## src/rtl/pvr_pkg.sv

```systemverilog
// Shared object-list definitions: entry encodings, field positions, walker states
// and the primitive-size helper used to step through parameter-buffer arrays.
package pvr_pkg;

    localparam int unsigned ADDR_W = 24;
    localparam int unsigned WORD_W = 32;
    localparam int unsigned MASK_W = 6;
    localparam int unsigned IDX_W  = 3;
    localparam int unsigned SKIP_W = 3;
    localparam int unsigned CNT_W  = 5;

    localparam logic [2:0] TYPE_TRI_ARRAY  = 3'b100;
    localparam logic [2:0] TYPE_QUAD_ARRAY = 3'b101;
    localparam logic [2:0] TYPE_INVALID    = 3'b110;
    localparam logic [2:0] TYPE_LINK       = 3'b111;

    localparam int unsigned BIT_STRIP    = 31;
    localparam int unsigned TYPE_HI      = 31;
    localparam int unsigned TYPE_LO      = 29;
    localparam int unsigned MASK_HI      = 30;
    localparam int unsigned CNT_HI       = 28;
    localparam int unsigned CNT_LO       = 25;
    localparam int unsigned SKIP_HI      = 24;
    localparam int unsigned SKIP_LO      = 22;
    localparam int unsigned SHADOW_BIT   = 21;
    localparam int unsigned OFFS_HI      = 20;
    localparam int unsigned LINK_END_BIT = 28;
    localparam int unsigned LINK_HI      = 23;
    localparam int unsigned LINK_LO      = 2;

    localparam int unsigned HDR_WORDS = 3;
    localparam int unsigned VTX_WORDS = 3;

    typedef enum logic [1:0] {
        KIND_STRIP,
        KIND_ARRAY,
        KIND_LINK,
        KIND_INVALID
    } ol_kind_e;

    typedef enum logic [2:0] {
        ST_IDLE,
        ST_FETCH,
        ST_DECODE,
        ST_STRIP_ISSUE,
        ST_STRIP_WAIT,
        ST_ARRAY_ISSUE,
        ST_ARRAY_WAIT,
        ST_DONE
    } ol_state_e;

    typedef struct packed {
        ol_kind_e          kind;
        logic [MASK_W-1:0] mask;      // mask[i] set = strip triangle i present
        logic [CNT_W-1:0]  count;
        logic [SKIP_W-1:0] skip;
        logic              shadow;
        logic              is_quad;
        logic [ADDR_W-1:0] base;
        logic [ADDR_W-1:0] link_addr;
        logic              link_end;
    } ol_entry_t;

    // Byte size of one array primitive: header plus nv vertices of (3 + skip) words.
    function automatic logic [ADDR_W-1:0] prim_bytes(input logic is_quad, input logic [SKIP_W-1:0] skip);
        logic [7:0] nv;
        logic [7:0] words;
        nv    = is_quad ? 8'd4 : 8'd3;
        words = 8'(HDR_WORDS) + nv * (8'(VTX_WORDS) + 8'(skip));
        return ADDR_W'({words, 2'b00});
    endfunction

    // Lowest set triangle index in a strip mask (0 when empty).
    function automatic logic [IDX_W-1:0] first_set(input logic [MASK_W-1:0] m);
        logic [IDX_W-1:0] idx;
        idx = '0;
        for (int i = MASK_W - 1; i >= 0; i--) begin
            if (m[i]) idx = IDX_W'(i);
        end
        return idx;
    endfunction

endpackage

```

## src/rtl/ol_entry_decode.sv

```systemverilog
// Combinational object-list entry decoder: classifies a fetched word and
// derives its mask, count, skip, shadow, parameter base and link target.
module ol_entry_decode
    import pvr_pkg::*;
(
    input  logic [WORD_W-1:0] word,
    input  logic [ADDR_W-1:0] param_base,
    output ol_entry_t         entry_c
);

    always_comb begin
        entry_c = '0;
        // Bit 30 is triangle 0, so the mask is stored bit-reversed.
        for (int i = 0; i < MASK_W; i++) begin
            entry_c.mask[i] = word[MASK_HI - i];
        end
        entry_c.count     = CNT_W'(word[CNT_HI:CNT_LO]) + CNT_W'(1);
        entry_c.skip      = word[SKIP_HI:SKIP_LO];
        entry_c.shadow    = word[SHADOW_BIT];
        entry_c.is_quad   = word[TYPE_LO];
        entry_c.base      = param_base + ADDR_W'({word[OFFS_HI:0], 2'b00});
        entry_c.link_addr = ADDR_W'({word[LINK_HI:LINK_LO], 2'b00});
        entry_c.link_end  = word[LINK_END_BIT];

        if (!word[BIT_STRIP]) begin
            entry_c.kind = KIND_STRIP;
        end else begin
            case (word[TYPE_HI:TYPE_LO])
                TYPE_TRI_ARRAY, TYPE_QUAD_ARRAY: entry_c.kind = KIND_ARRAY;
                TYPE_LINK:                       entry_c.kind = KIND_LINK;
                default:                         entry_c.kind = KIND_INVALID;
            endcase
        end
    end

endmodule

```

## src/rtl/ol_walker.sv

```systemverilog
// Object-list walker: follows one tile's object-list chain in VRAM and issues
// one render_poly command per primitive to isp_parser, waiting for poly_drawn.
module ol_walker
    import pvr_pkg::*;
#(
    parameter int unsigned MAX_ENTRIES = 1024
) (
    input  logic              clock,
    input  logic              reset_n,
    input  logic              start,
    input  logic [ADDR_W-1:0] ol_base,
    input  logic [ADDR_W-1:0] param_base,
    output logic              busy,
    output logic              done,
    output logic              overrun,
    output logic              ol_vram_rd,
    output logic [ADDR_W-1:0] ol_vram_addr,
    input  logic [WORD_W-1:0] ol_vram_din,
    input  logic              ol_vram_ack,
    output logic [ADDR_W-1:0] poly_addr,
    output logic [IDX_W-1:0]  strip_idx,
    output logic              is_quad,
    output logic              shadow,
    output logic              render_poly,
    input  logic              poly_drawn
);

    localparam int unsigned FCNT_W = $clog2(MAX_ENTRIES + 1);

    ol_state_e         state_q, state_d;
    logic [WORD_W-1:0] word_q, word_d;
    logic [ADDR_W-1:0] pbase_q, pbase_d;
    logic [FCNT_W-1:0] fcnt_q, fcnt_d, fcnt_inc;
    logic [MASK_W-1:0] mask_q, mask_d, mask_rem;
    logic [CNT_W-1:0]  n_q, n_d;
    logic [SKIP_W-1:0] skip_q, skip_d;
    logic [ADDR_W-1:0] vaddr_d, poly_addr_d, pa_step;
    logic [IDX_W-1:0]  strip_idx_d;
    logic              busy_d, done_d, overrun_d, rd_d, render_d, is_quad_d, shadow_d;
    logic              go_next, go_done;
    ol_entry_t         entry_c;

    ol_entry_decode u_decode (
        .word       (word_q),
        .param_base (pbase_q),
        .entry_c    (entry_c)
    );

    // Next-state and next-output logic; every output is registered below.
    always_comb begin
        state_d     = state_q;
        word_d      = word_q;
        pbase_d     = pbase_q;
        fcnt_d      = fcnt_q;
        mask_d      = mask_q;
        n_d         = n_q;
        skip_d      = skip_q;
        busy_d      = busy;
        done_d      = 1'b0;
        overrun_d   = overrun;
        rd_d        = ol_vram_rd;
        vaddr_d     = ol_vram_addr;
        poly_addr_d = poly_addr;
        strip_idx_d = strip_idx;
        is_quad_d   = is_quad;
        shadow_d    = shadow;
        render_d    = 1'b0;
        go_next     = 1'b0;
        go_done     = 1'b0;
        fcnt_inc    = fcnt_q + FCNT_W'(1);
        mask_rem    = mask_q & ~(MASK_W'(1) << strip_idx);
        pa_step     = poly_addr + prim_bytes(is_quad, skip_q);

        case (state_q)
            ST_IDLE: begin
                if (start) begin
                    busy_d    = 1'b1;
                    overrun_d = 1'b0;
                    vaddr_d   = ol_base;
                    pbase_d   = param_base;
                    fcnt_d    = '0;
                    rd_d      = 1'b1;
                    state_d   = ST_FETCH;
                end
            end
            ST_FETCH: begin
                if (ol_vram_rd && ol_vram_ack) begin
                    rd_d   = 1'b0;
                    word_d = ol_vram_din;
                    fcnt_d = fcnt_inc;
                    if (fcnt_inc == FCNT_W'(MAX_ENTRIES)) begin
                        overrun_d = 1'b1;
                        go_done   = 1'b1;
                    end else begin
                        state_d = ST_DECODE;
                    end
                end
            end
            ST_DECODE: begin
                shadow_d = entry_c.shadow;
                skip_d   = entry_c.skip;
                case (entry_c.kind)
                    KIND_STRIP: begin
                        if (entry_c.mask != '0) begin
                            mask_d      = entry_c.mask;
                            poly_addr_d = entry_c.base;
                            strip_idx_d = first_set(entry_c.mask);
                            is_quad_d   = 1'b0;
                            render_d    = 1'b1;
                            state_d     = ST_STRIP_ISSUE;
                        end else begin
                            go_next = 1'b1;
                        end
                    end
                    KIND_ARRAY: begin
                        n_d         = entry_c.count;
                        poly_addr_d = entry_c.base;
                        strip_idx_d = '0;
                        is_quad_d   = entry_c.is_quad;
                        render_d    = 1'b1;
                        state_d     = ST_ARRAY_ISSUE;
                    end
                    KIND_LINK: begin
                        if (entry_c.link_end) begin
                            go_done = 1'b1;
                        end else begin
                            vaddr_d = entry_c.link_addr;
                            rd_d    = 1'b1;
                            state_d = ST_FETCH;
                        end
                    end
                    default: go_next = 1'b1;
                endcase
            end
            ST_STRIP_ISSUE: state_d = ST_STRIP_WAIT;
            ST_STRIP_WAIT: begin
                if (poly_drawn) begin
                    mask_d = mask_rem;
                    if (mask_rem != '0) begin
                        strip_idx_d = first_set(mask_rem);
                        render_d    = 1'b1;
                        state_d     = ST_STRIP_ISSUE;
                    end else begin
                        go_next = 1'b1;
                    end
                end
            end
            ST_ARRAY_ISSUE: state_d = ST_ARRAY_WAIT;
            ST_ARRAY_WAIT: begin
                if (poly_drawn) begin
                    poly_addr_d = pa_step;
                    n_d         = n_q - CNT_W'(1);
                    if (n_q == CNT_W'(1)) begin
                        go_next = 1'b1;
                    end else begin
                        render_d = 1'b1;
                        state_d  = ST_ARRAY_ISSUE;
                    end
                end
            end
            ST_DONE: state_d = ST_IDLE;
            default: state_d = ST_IDLE;
        endcase

        // Advance to the following list word.
        if (go_next) begin
            vaddr_d = ol_vram_addr + ADDR_W'(4);
            rd_d    = 1'b1;
            state_d = ST_FETCH;
        end
        if (go_done) begin
            busy_d  = 1'b0;
            done_d  = 1'b1;
            state_d = ST_DONE;
        end
    end

    // State and output registers; synchronous reset abandons any walk in flight.
    always_ff @(posedge clock) begin
        if (!reset_n) begin
            state_q      <= ST_IDLE;
            word_q       <= '0;
            pbase_q      <= '0;
            fcnt_q       <= '0;
            mask_q       <= '0;
            n_q          <= '0;
            skip_q       <= '0;
            busy         <= 1'b0;
            done         <= 1'b0;
            overrun      <= 1'b0;
            ol_vram_rd   <= 1'b0;
            ol_vram_addr <= '0;
            poly_addr    <= '0;
            strip_idx    <= '0;
            is_quad      <= 1'b0;
            shadow       <= 1'b0;
            render_poly  <= 1'b0;
        end else begin
            state_q      <= state_d;
            word_q       <= word_d;
            pbase_q      <= pbase_d;
            fcnt_q       <= fcnt_d;
            mask_q       <= mask_d;
            n_q          <= n_d;
            skip_q       <= skip_d;
            busy         <= busy_d;
            done         <= done_d;
            overrun      <= overrun_d;
            ol_vram_rd   <= rd_d;
            ol_vram_addr <= vaddr_d;
            poly_addr    <= poly_addr_d;
            strip_idx    <= strip_idx_d;
            is_quad      <= is_quad_d;
            shadow       <= shadow_d;
            render_poly  <= render_d;
        end
    end

endmodule

```

## config.mk

```make
export PLATFORM = sky130hd
export DESIGN_NAME = ol_walker
export DESIGN_NICKNAME = d
export VERILOG_FILES = /design/src/rtl/pvr_pkg.sv /design/src/rtl/ol_entry_decode.sv /design/src/rtl/ol_walker.sv
export SDC_FILE = /design/constraint.sdc
export NUM_CORES = 1
export LEC_CHECK = 0
export CORE_ASPECT_RATIO = 2
export CORE_MARGIN = 2
export CORE_UTILIZATION = 55
export DETAILED_ROUTE_END_ITERATION = 12
export PLACE_DENSITY_LB_ADDON = 0.25
export SLEW_MARGIN = 20
export SYNTH_ARGS = -nofsm -noshare
export SYNTH_HDL_FRONTEND = slang
export SYNTH_SLANG_ARGS = --single-unit
```

## constraint.sdc

```tcl
create_clock -name clock -period 11.3 [get_ports clock]
set_input_delay 2.26 -clock clock [delete_from_list [all_inputs] [get_ports clock]]
set_output_delay 2.26 -clock clock [all_outputs]
set_load 0.01 [all_outputs]
```

==> results by group, run 1 <==
Run status
  – Status: finished, final reports clean

Logic synthesis
  – Post-synth design cell area: between 0.009 and 0.01 mm²
  – Adder-Cell Fraction of Synth Area: 0.0714
  – Ys flop type: dfxtp_1
  – Mean Syn Cell Area: roughly 7.6 µm²
  – Asr flop ratio synth: 0
  – Synth Area in Compound Gates: 0.269
  – Area contributors post-synth: dfxtp_1, nand2_1, a21oi_1
  – Synthesized Nets: between 1k and 1.5k
  – Post-synthesis xor/xnor area fraction: 0.0208
  – Yosys warns: 0
  – Yosys reg bits: 142
  – Post-synth EDFFs: 0
  – Synth top area share: 0.307
  – Yosys top cell by area: dfxtp_1
  – Multiplexer area fraction after synthesis: 0.0304
  – Largest family of logic cells by synthesized area: compound AO/OA/AOI/OAI gates
  – Netlist cell types: 90
  – Synth Area in Simple Gates: 0.248
  – Mapped Cells: roughly 1.2k
  – Register area share after synthesis: 0.307

Detailed routing
  – # DRC: 0
  – DR WL/cell: 18.3 µm
  – Routed Antenna Nets: 0
  – Vias per cell: between 6 and 7
  – Via Count: 9614
  – Router iterations before antenna repair: 7
  – Final WL: between 20 and 30 mm
  – Initial DRC Count: 940

Timing
  – Worst-margin pin slew: approximately 1.1 ns
  – RSZ-0062 raised after global routing: no
  – Tcrit/Tclk final: 0.424
  – Final hold vios: 0
  – Max_slew headroom: 0.275
  – Min cycle time layout: around 4.8 ns
  – Setup violations, final: 0
  – Setup ws final: 6.51 ns
  – F_max: approximately 210 MHz
  – Clk_skew: about 0.013 ns
  – Pins over their slew limit: 0
  – Final Hold Slack: around 0.46 ns
  – Setup TNS Final: 0 ns

Floorplan
  – I/O pin count: about 140
  – Die Area: around 0.018 mm²
  – Die Span X: 95.7 µm
  – Die H: approximately 190 µm
  – Initial Util: 0.558
  – Std cell rows: 67
  – Core area: 0.0166 mm²

Cells and area
  – Util after Layout: 0.680
  – Most frequent cells in the layout: nand2_1, a21oi_1, dfxtp_1, clkdlybuf4s50_1, nor2_1
  – Layout cell share with drive strength beyond 1: 0.0555
  – N_diodes: 0
  – Area grow syn2layout: 21.9%
  – Sequential cell area: between 0.002 and 0.003 mm²
  – Final cell count without fillers: around 1.5k
  – Fillers: 1424
  – Nets: 1456
  – Commonest non-fill, non-tap cell in the layout: nand2_1
  – Multi-input logic area: between 0.005 and 0.006 mm²
  – Final Cell Area: around 0.011 mm²

Critical path
  – Critical path class: reg2reg
  – Critical Path AT: between 5 and 6 ns
  – Worst Setup End Kind: register
  – Critical-path cell list: inv_1 > ha_1 > xor2_1 > nor2_1 > ha_1 > ha_1 > ha_1 > a21o_1 > a21o_1 > a21oi_1 > o21bai_1 > xnor2_1 > ha_1 > nor2_1 > o21bai_1 > o21a_1 > and2_0 > nand3_1 > a21o_1 > a32o_1
  – Slowest cell on crit path: dfxtp_1
  – Peak fanout along the critical path: 6
  – CP max stage delay: between 0.3 and 0.4 ns
  – CP required: 11.62 ns
  – Most frequent CP cell: ha_1
  – Crit path launch type: register

Worst hold path
  – Worst hold path type: reg2reg

Placed design
  – Placed wire-length estimate: 20.2 mm
  – Routability cong.: about 0.9
  – Port buffer count: approximately 140
  – Inst Count DP: between 1.5k and 2k
  – Area after DPL: 0.0107 mm²
  – Dpl ws: 6.12 ns

Clocking
  – Root Buffer Master: clkbuf_16
  – Clock Sinks: roughly 140
  – Clock buffer count from CTS: 17
  – Clk slew on worst S/H paths: 0.06 ns
  – CTS tree: yes
  – CTS Hold Buffers Added: 0
  – Clock Tree Buf Depth: 2
  – Post-cts sizing count: 0
  – Clock Latency Late Sink: roughly 0.43 ns
  – Post-CTS setup buffers: 0
  – CTS H-tree lvls: 4

Job
  – Max-Cap Viols: 0

Pwr
  – Pwr/cell area: ~180 mW/mm²
  – Leak: 4.36 nW
  – Tot Pwr: 1.99 mW
  – Worst ir drop on vdd: between 100 and 150 µV

Global routing
  – GRT Util Overall: 0.318
  – Initial antenna violation count: 0
  – Largest net degree at the start of global routing: 98
  – Vias in the first global route: 8988
  – First-pass GRT wire length: 45.1 mm
  – GRT Residual Overflow: 0
## cell usage after synthesis, types with 9 or more instances
master	count
inv_1	36
and2_1	15
o211ai_1	9
mux2i_1	27
buf_2	17
o21bai_1	9
nand4_1	15
a21oi_1	145
a31oi_1	12
a211oi_1	13
nand2_1	221
a21o_1	15
nor2_1	96
ha_1	48
nand3_1	41
and3_1	17
xnor2_1	15
nor2b_1	10
o21ai_0	50
nand2b_1	9
o22ai_1	10
clkbuf_1	44
nor3_1	31
dfxtp_1	142
## layout make-up
type | instances | area share
Multi-Input combinational cell | 971 | 0.526
Sequential cell | 142 | 0.252
Timing Repair Buffer | 151 | 0.132
Clock buffer | 18 | 0.0389
Tap cell | 207 | 0.0229
Clock inverter | 14 | 0.0160
Inverter | 37 | 0.0124
## state kept, by name (all words and copies together) (netlist names), 3 cells and up
register / count
fcnt_q: 11
mask_q: 6
n_q: 5
ol_vram_addr: 24
pbase_q: 24
poly_addr: 24
skip_q: 3
state_q: 3
strip_idx: 3
word_q: 32
## kinds of logic after synthesis
family	count (synthesis)
xor gates and xnor gates	22
buffers and inverters	112
AOI/OAI and AO/OA	373
adders and majority gates	51
muxes	28
and+or+nand+nor	497
DFF	142
## power by group
part	total, mW	internal, mW	switching [mW]	leakage [nW]
Sequential	0.663	0.570	0.0931	1.15
Clock	0.595	0.357	0.238	0.298
Combinational	0.729	0.301	0.428	2.91
## worst paths after layout
path	from	endpoint	slack (ns)	cells after the start
max	skip_q[0]	poly_addr[14]	6.51	20
min	pbase_q[14]	pbase_q[14]	0.46	2
max reg2reg	skip_q[0]	poly_addr[14]	6.51	20
min reg2reg	pbase_q[14]	pbase_q[14]	0.46	2
## per-layer routing
metal / wire length (µm) / track usage
met1: 11300 / 0.402
met2: 13600 / 0.510
met3: 1940 / 0.0483
met4: 1420 / 0.166
met5: 0 / 0
## worst max-delay path, delay by kind of cell, from the launching register on
family,cells,cell delay [ns]
AOI/OAI and AO/OA,8,1.65
and+or+nand+nor,4,0.73
adders and majority gates,5,1.49
buffers and inverters,1,0.09
DFF,1,0.39
xor gates and xnor gates,2,0.31
No activity file was read; power rests on OpenSTA's default activity.
==> run 2, diff against run 1 <==
Clock period 11.3 ns to 4.78 ns, I/O delays scaled along.
==> run 2 against run 1 <==
Via count up 1.1%. Utilization up 0.39 points. Global-route usage up 0.40 points. Combinational power up 140%. Final area up 0.58%. Die area unchanged. Setup slack worse by 6.2 ns. Register-to-register slack worse by 6.2 ns. Clock power up 120%. Largest cell class unchanged. Sequential power up 140%.
==> results by group, run 2 (synthesis results as in run 1) <==
Global routing
  – GRT Util Overall: 0.322 (+0.00398)
  – GR met2 Demand/Resource: 0.512 (+0.00134)
  – First-pass GRT wire length: 45.4 mm (+0.70%)
  – M1 GR Usage: 0.414 (+0.0120)
  – Largest net degree at the start of global routing: 72 (-27%)
  – Gr busiest metal: met2
  – Vias in the first global route: 9114 (+1.4%)
  – GRT Residual Overflow: 0 (unchanged)
  – Initial antenna violation count: 0 (unchanged)
  – Routing usage on met3: 0.0524 (+0.00403)

Pwr
  – Switching Power: 1.81 mW (+140%)
  – Leak: 4.40 nW (+0.88%)
  – Worst ir drop on vdd: 320 µV (+170%)
  – Clk pwr share: 0.281 (-0.019)
  – Combinational cell fraction of total power: 0.382 (+0.015)
  – Pwr/cell area: 409 mW/mm² (+130%)
  – Internal power: 2.84 mW (+130%)
  – Seq pwr share: 0.336 (+0.002)
  – Net Sw Frac: 0.389 (+0.00767)

Clocking
  – CTS tree: yes
  – Post-CTS setup buffers: 0 (unchanged)
  – CTS H-tree lvls: 4 (unchanged)
  – Clock Latency Late Sink: 0.43 ns (about the same)
  – CTS Hold Buffers Added: 0 (unchanged)
  – Post-cts sizing count: 0 (unchanged)
  – Root Buffer Master: clkbuf_16
  – Clock Sinks: 142 (unchanged)
  – Clock buffer count from CTS: 17 (unchanged)
  – Clock Tree Buf Depth: 2 (unchanged)
  – Clk slew on worst S/H paths: 0.07 ns (about the same)

Timing
  – Worst-margin pin slew: 1.01 ns (-0.0792 ns)
  – F_max: 222 MHz (+6.1%)
  – Pins over their slew limit: 0 (unchanged)
  – Clk_skew: 0.0108 ns (-0.00198 ns)
  – Tcrit/Tclk final: 0.944 (+0.520)
  – Max_slew headroom: 0.330 (+0.0545)
  – Setup violations, final: 0 (unchanged)
  – Min cycle time layout: 4.51 ns (-0.275 ns)
  – Setup TNS Final: 0 ns (unchanged)
  – Final hold vios: 0 (unchanged)

Cells and area
  – Biggest register: word_q
  – Max reg flops: 32 (unchanged)
  – Sequential cell area: 0.00284 mm² (about the same)
  – Layout cell share with drive strength beyond 1: 0.0670 (+0.0115)
  – Fillers: 1400 (-1.7%)
  – Final Cell Area: 0.0114 mm² (+0.58%)
  – Most frequent cells in the layout: nand2_1, a21oi_1, clkdlybuf4s50_1
  – Area grow syn2layout: 22.6%
  – N_diodes: 0 (unchanged)
  – Multi-input logic area: 0.00595 mm² (+0.27%)
  – Nets: 1467 (+0.76%)
  – Commonest non-fill, non-tap cell in the layout: nand2_1

Job
  – Max-Cap Viols: 0 (unchanged)

Critical path
  – Most frequent CP cell: ha_1
  – CP max stage delay: 0.44 ns (+0.05 ns)
  – Worst Setup End Kind: register
  – Slowest cell on crit path: or3_1
  – CP required: 5.15 ns (-6.47 ns)
  – Critical Path AT: 4.88 ns (-0.22 ns)
  – Peak fanout along the critical path: 6 (unchanged)
  – Critical path depth: 20 (unchanged)
  – Worst path bufs/invs: 1 (unchanged)
  – CP top delay family: adder cells
  – Critical path class: reg2reg
  – Crit path launch type: register
  – Critical-path cell list: inv_1 > ha_1 > xor2_1 > nor2_1 > ha_1 > ha_1 > ha_1 > a21o_1 > a21o_1 > a21oi_1 > o21bai_1 > xnor2_1 > ha_1 > or3_1 > nor3_1 > nor2_1 > and3_2 > a311o_1 > a31o_1 > nand3_1
  – R2R cell count: 20 (unchanged)

Placed design
  – Routability cong.: 0.967 (+4.7%)
  – Area after DPL: 0.0108 mm² (+0.89%)
  – Placed wire-length estimate: 20.8 mm (+2.8%)
  – Port buffer count: 142 (unchanged)

Floorplan
  – Std cell rows: 67 (unchanged)
  – Die Span X: 95.7 µm (unchanged)
  – Die Area: 0.0179 mm² (unchanged)
  – Core area: 0.0166 mm² (unchanged)
  – Die H: 187 µm (unchanged)
  – Initial Util: 0.558 (unchanged)
  – I/O pin count: 143 (unchanged)

Run status
  – Status: finished, final reports clean

Detailed routing
  – Via Count: 9723 (+1.1%)
  – Router iterations before antenna repair: 6 (-1)
  – Vias per cell: 6.27 (+0.42%)
  – Final WL: 28.7 mm (+1.7%)
  – DR WL/cell: 18.5 µm (+0.97%)
  – Routed Antenna Nets: 0 (unchanged)
  – Initial DRC Count: 757 (-19%)
  – # DRC: 0 (unchanged)

Worst hold path
  – Hold depth: 2 (unchanged)
  – Worst hold path type: reg2reg
==> run 2: path summary, 6_finish.rpt <==
path | start | slack (ns) | endpoint
max reg2reg | skip_q[0] | 0.27 | poly_addr[19]
max | skip_q[0] | 0.27 | poly_addr[19]
min | shadow | 0.45 | shadow
min reg2reg | shadow | 0.45 | shadow
==> run 2: worst min-delay path, stage by stage (launching register included) <==
cell and delay [ns]:
dfxtp_1 0.31, nand2_1 0.05, a21oi_1 0.05
==> run 2: power by group through the flow <==
stage / clock (mW) / sequential (mW) / combinational [mW]
after floorplan: 0 / 1.54 / 1.18
after global placement: 0 / 1.57 / 1.71
after detailed placement: 0 / 1.58 / 1.75
after CTS: 1.31 / 1.55 / 1.76
after global routing: 1.37 / 1.58 / 1.92
final: 1.31 / 1.56 / 1.78
==> run 2: area by class of cell <==
cell class	count	share of cell area
multi-input combinational	971	0.524
sequential	142	0.251
timing repair buffer	162	0.140
clock buffer	18	0.0387
tap	207	0.0228
inverter	37	0.0123
clock inverter	14	0.0117
==> run 2: per-layer routing <==
layer  wire, µm  vias up
met1      11700     4555
met2      13800      450
li1           -     4645
met5          0        -
met3       1990       73
met4       1170        0
==> run 2: stage by stage <==
stage | hold WS [ns] | worst slack, ns | total power, mW | std cells | utilization
after floorplan | 0.432 | 0.500 | 2.71 | 1225 | -
after global placement | 0.440 | 0.330 | 3.28 | 1519 | 0.648
after detailed placement | 0.449 | 0.216 | 3.32 | 1519 | 0.648
after CTS | 0.458 | 0.191 | 4.62 | 1551 | 0.683
after global routing | 0.470 | -0.0243 | 4.87 | 1551 | 0.684
final | 0.455 | 0.269 | 4.64 | 1551 | 0.684
==> run 3, diff against run 2 <==
Settings changed: CAP_MARGIN set to 20, SLEW_MARGIN 20 to not set.
==> run 3 against run 2 <==
Register-to-register slack barely moved. First-iteration DRC count down 1.7%. Final area is 0.22% higher. Critical path depth unchanged. Routed wire length is essentially flat. Utilization grew 0.15 points. Critical path type unchanged.
==> results by group, run 3 (synthesis results as in run 1) <==
Run status
  – Status: finished, final reports clean

Global routing
  – Initial antenna violation count: 0 (unchanged)
  – GRT Util Overall: 0.322 (unchanged)
  – GRT Residual Overflow: 0 (unchanged)
  – Largest net degree at the start of global routing: 72 (unchanged)
  – First-pass GRT wire length: 45.4 mm (unchanged)
  – Vias in the first global route: 9114 (unchanged)

Clocking
  – Post-cts sizing count: 0 (unchanged)
  – CTS H-tree lvls: 4 (unchanged)
  – Clock Latency Late Sink: 0.43 ns (about the same)
  – Clk slew on worst S/H paths: 0.07 ns (about the same)
  – Root Buffer Master: clkbuf_16
  – CTS tree: yes
  – Post-CTS setup buffers: 0 (unchanged)
  – Clock Sinks: 142 (unchanged)
  – Clock Tree Buf Depth: 2 (unchanged)
  – CTS Hold Buffers Added: 0 (unchanged)
  – Clock buffer count from CTS: 17 (unchanged)

Critical path
  – Critical path class: reg2reg
  – Critical Path AT: 4.87 ns (about the same)
  – Crit path launch type: register
  – Worst R2R Start: skip_q[0]
  – Worst Setup End Kind: register
  – CP required: 5.15 ns (about the same)
  – Peak fanout along the critical path: 6 (unchanged)
  – Crit. Startpoint: skip_q[0]

Cells and area
  – Layout cell share with drive strength beyond 1: 0.0669 (about the same)
  – Area grow syn2layout: 22.9%
  – Max reg flops: 32 (unchanged)
  – N_diodes: 0 (unchanged)
  – Most frequent cells in the layout: nand2_1, a21oi_1, clkdlybuf4s50_1
  – Commonest non-fill, non-tap cell in the layout: nand2_1
  – Final cell count without fillers: 1552 (+0.064%)
  – Biggest register: word_q
  – Nets: 1468 (+0.068%)

Detailed routing
  – DR WL/cell: 18.5 µm (-0.10%)
  – Via Count: 9707 (-0.16%)
  – Router iterations before antenna repair: 5 (-1)
  – Final WL: 28.7 mm (about the same)
  – # DRC: 0 (unchanged)
  – Vias per cell: 6.25 (-0.23%)
  – Initial DRC Count: 744 (-1.7%)
  – Routed Antenna Nets: 0 (unchanged)

Pwr
  – Tot Pwr: 4.66 mW (+0.44%)
  – Pwr/cell area: 410 mW/mm² (+0.22%)
  – Leak: 4.41 nW (+0.30%)
  – Worst ir drop on vdd: 318 µV (-0.73%)

Timing
  – Worst-margin pin slew: 0.982 ns (-0.0231 ns)
  – Final hold vios: 0 (unchanged)
  – Min cycle time layout: 4.50 ns (-0.0133 ns)
  – Tcrit/Tclk final: 0.941 (-0.00279)
  – F_max: 222 MHz (+0.30%)
  – Pins over their slew limit: 0 (unchanged)
  – Clk_skew: 0.0107 ns (-0.000143 ns)
  – Setup violations, final: 0 (unchanged)
  – Max_slew headroom: 0.345 (+0.0154)

Floorplan
  – Die Area: 0.0179 mm² (unchanged)
  – Die H: 187 µm (unchanged)
  – Core area: 0.0166 mm² (unchanged)
  – Std cell rows: 67 (unchanged)
  – Die Span X: 95.7 µm (unchanged)
  – Initial Util: 0.558 (unchanged)
  – I/O pin count: 143 (unchanged)

Worst hold path
  – Hold path start: shadow
  – Worst hold path type: reg2reg

Job
  – Max-Cap Viols: 0 (unchanged)

Placed design
  – Routability cong.: 0.967 (unchanged)
  – Inst Count DP: 1519 (unchanged)
  – Placed wire-length estimate: 20.8 mm (unchanged)
  – Port buffer count: 142 (unchanged)
## run 3: cell types whose count changed in the layout (fill, tap and decap cells not counted)
| cell | delta |
|---|---|
| buf_16 | +1 |
| nand2_2 | -1 |
| nand2_1 | +1 |
## run 3: cell type report
class / instances / area, µm²
clock inverters: 14 / 133
well taps: 207 / 259
flip-flops and latches: 142 / 2840
fillers: 1390 / 5220
inverters: 37 / 140
clock buffers: 18 / 439
repair buffers: 163 / 1610
multi-input cells: 971 / 5950
## run 3: critical path, cell delays in order, from the launching register on
cell and delay [ns]:
dfxtp_2 0.36, inv_1 0.08, ha_1 0.21, xor2_1 0.18
nor2_1 0.08, ha_1 0.30, ha_1 0.33, ha_1 0.30
a21o_1 0.16, a21o_1 0.19, a21oi_1 0.16, o21bai_1 0.09
xnor2_1 0.14, ha_1 0.23, or3_1 0.44, nor3_1 0.16
nor2_1 0.11, and3_2 0.28, a311o_1 0.36, a31o_1 0.22
nand3_1 0.06
## run 3: per-layer routing
| layer | vias up | routed length, µm | track usage |
|---|---|---|---|
| li1 | 4647 | - | - |
| met1 | 4530 | 11700 | 0.414 |
| met2 | 467 | 13900 | 0.512 |
| met3 | 63 | 2010 | 0.0524 |
| met4 | 0 | 1090 | 0.159 |
| met5 | - | 0 | 0 |
## run 3: path summary, 6_finish.rpt
check | slack (ns) | depth (start not counted) | to
max | 0.28 | 20 | poly_addr[19]
min reg2reg | 0.45 | 2 | shadow
min | 0.45 | 2 | shadow
max reg2reg | 0.28 | 20 | poly_addr[19]
## run 3: metrics by stage
step / instance area, µm² / hold WS [ns] / worst slack [ns] / setup TNS (ns) / utilization
3_5_place_dp: 10800 / 0.449 / 0.216 / 0 / 0.648
3_3_place_gp: 10800 / 0.440 / 0.330 / 0 / 0.648
2_1_floorplan: 9260 / 0.432 / 0.500 / 0 / -
6_report: 11400 / 0.454 / 0.283 / 0 / 0.685
5_1_grt: 11400 / 0.470 / -0.0243 / -0.0243 / 0.685
4_1_cts: 11300 / 0.458 / 0.191 / 0 / 0.683
## run 3: report_power, final
group | total, mW | internal [mW] | switching, mW
clock | 1.31 | 0.738 | 0.568
sequential | 1.56 | 1.35 | 0.213
combinational | 1.80 | 0.766 | 1.03
total | 4.66 | 2.85 | 1.81
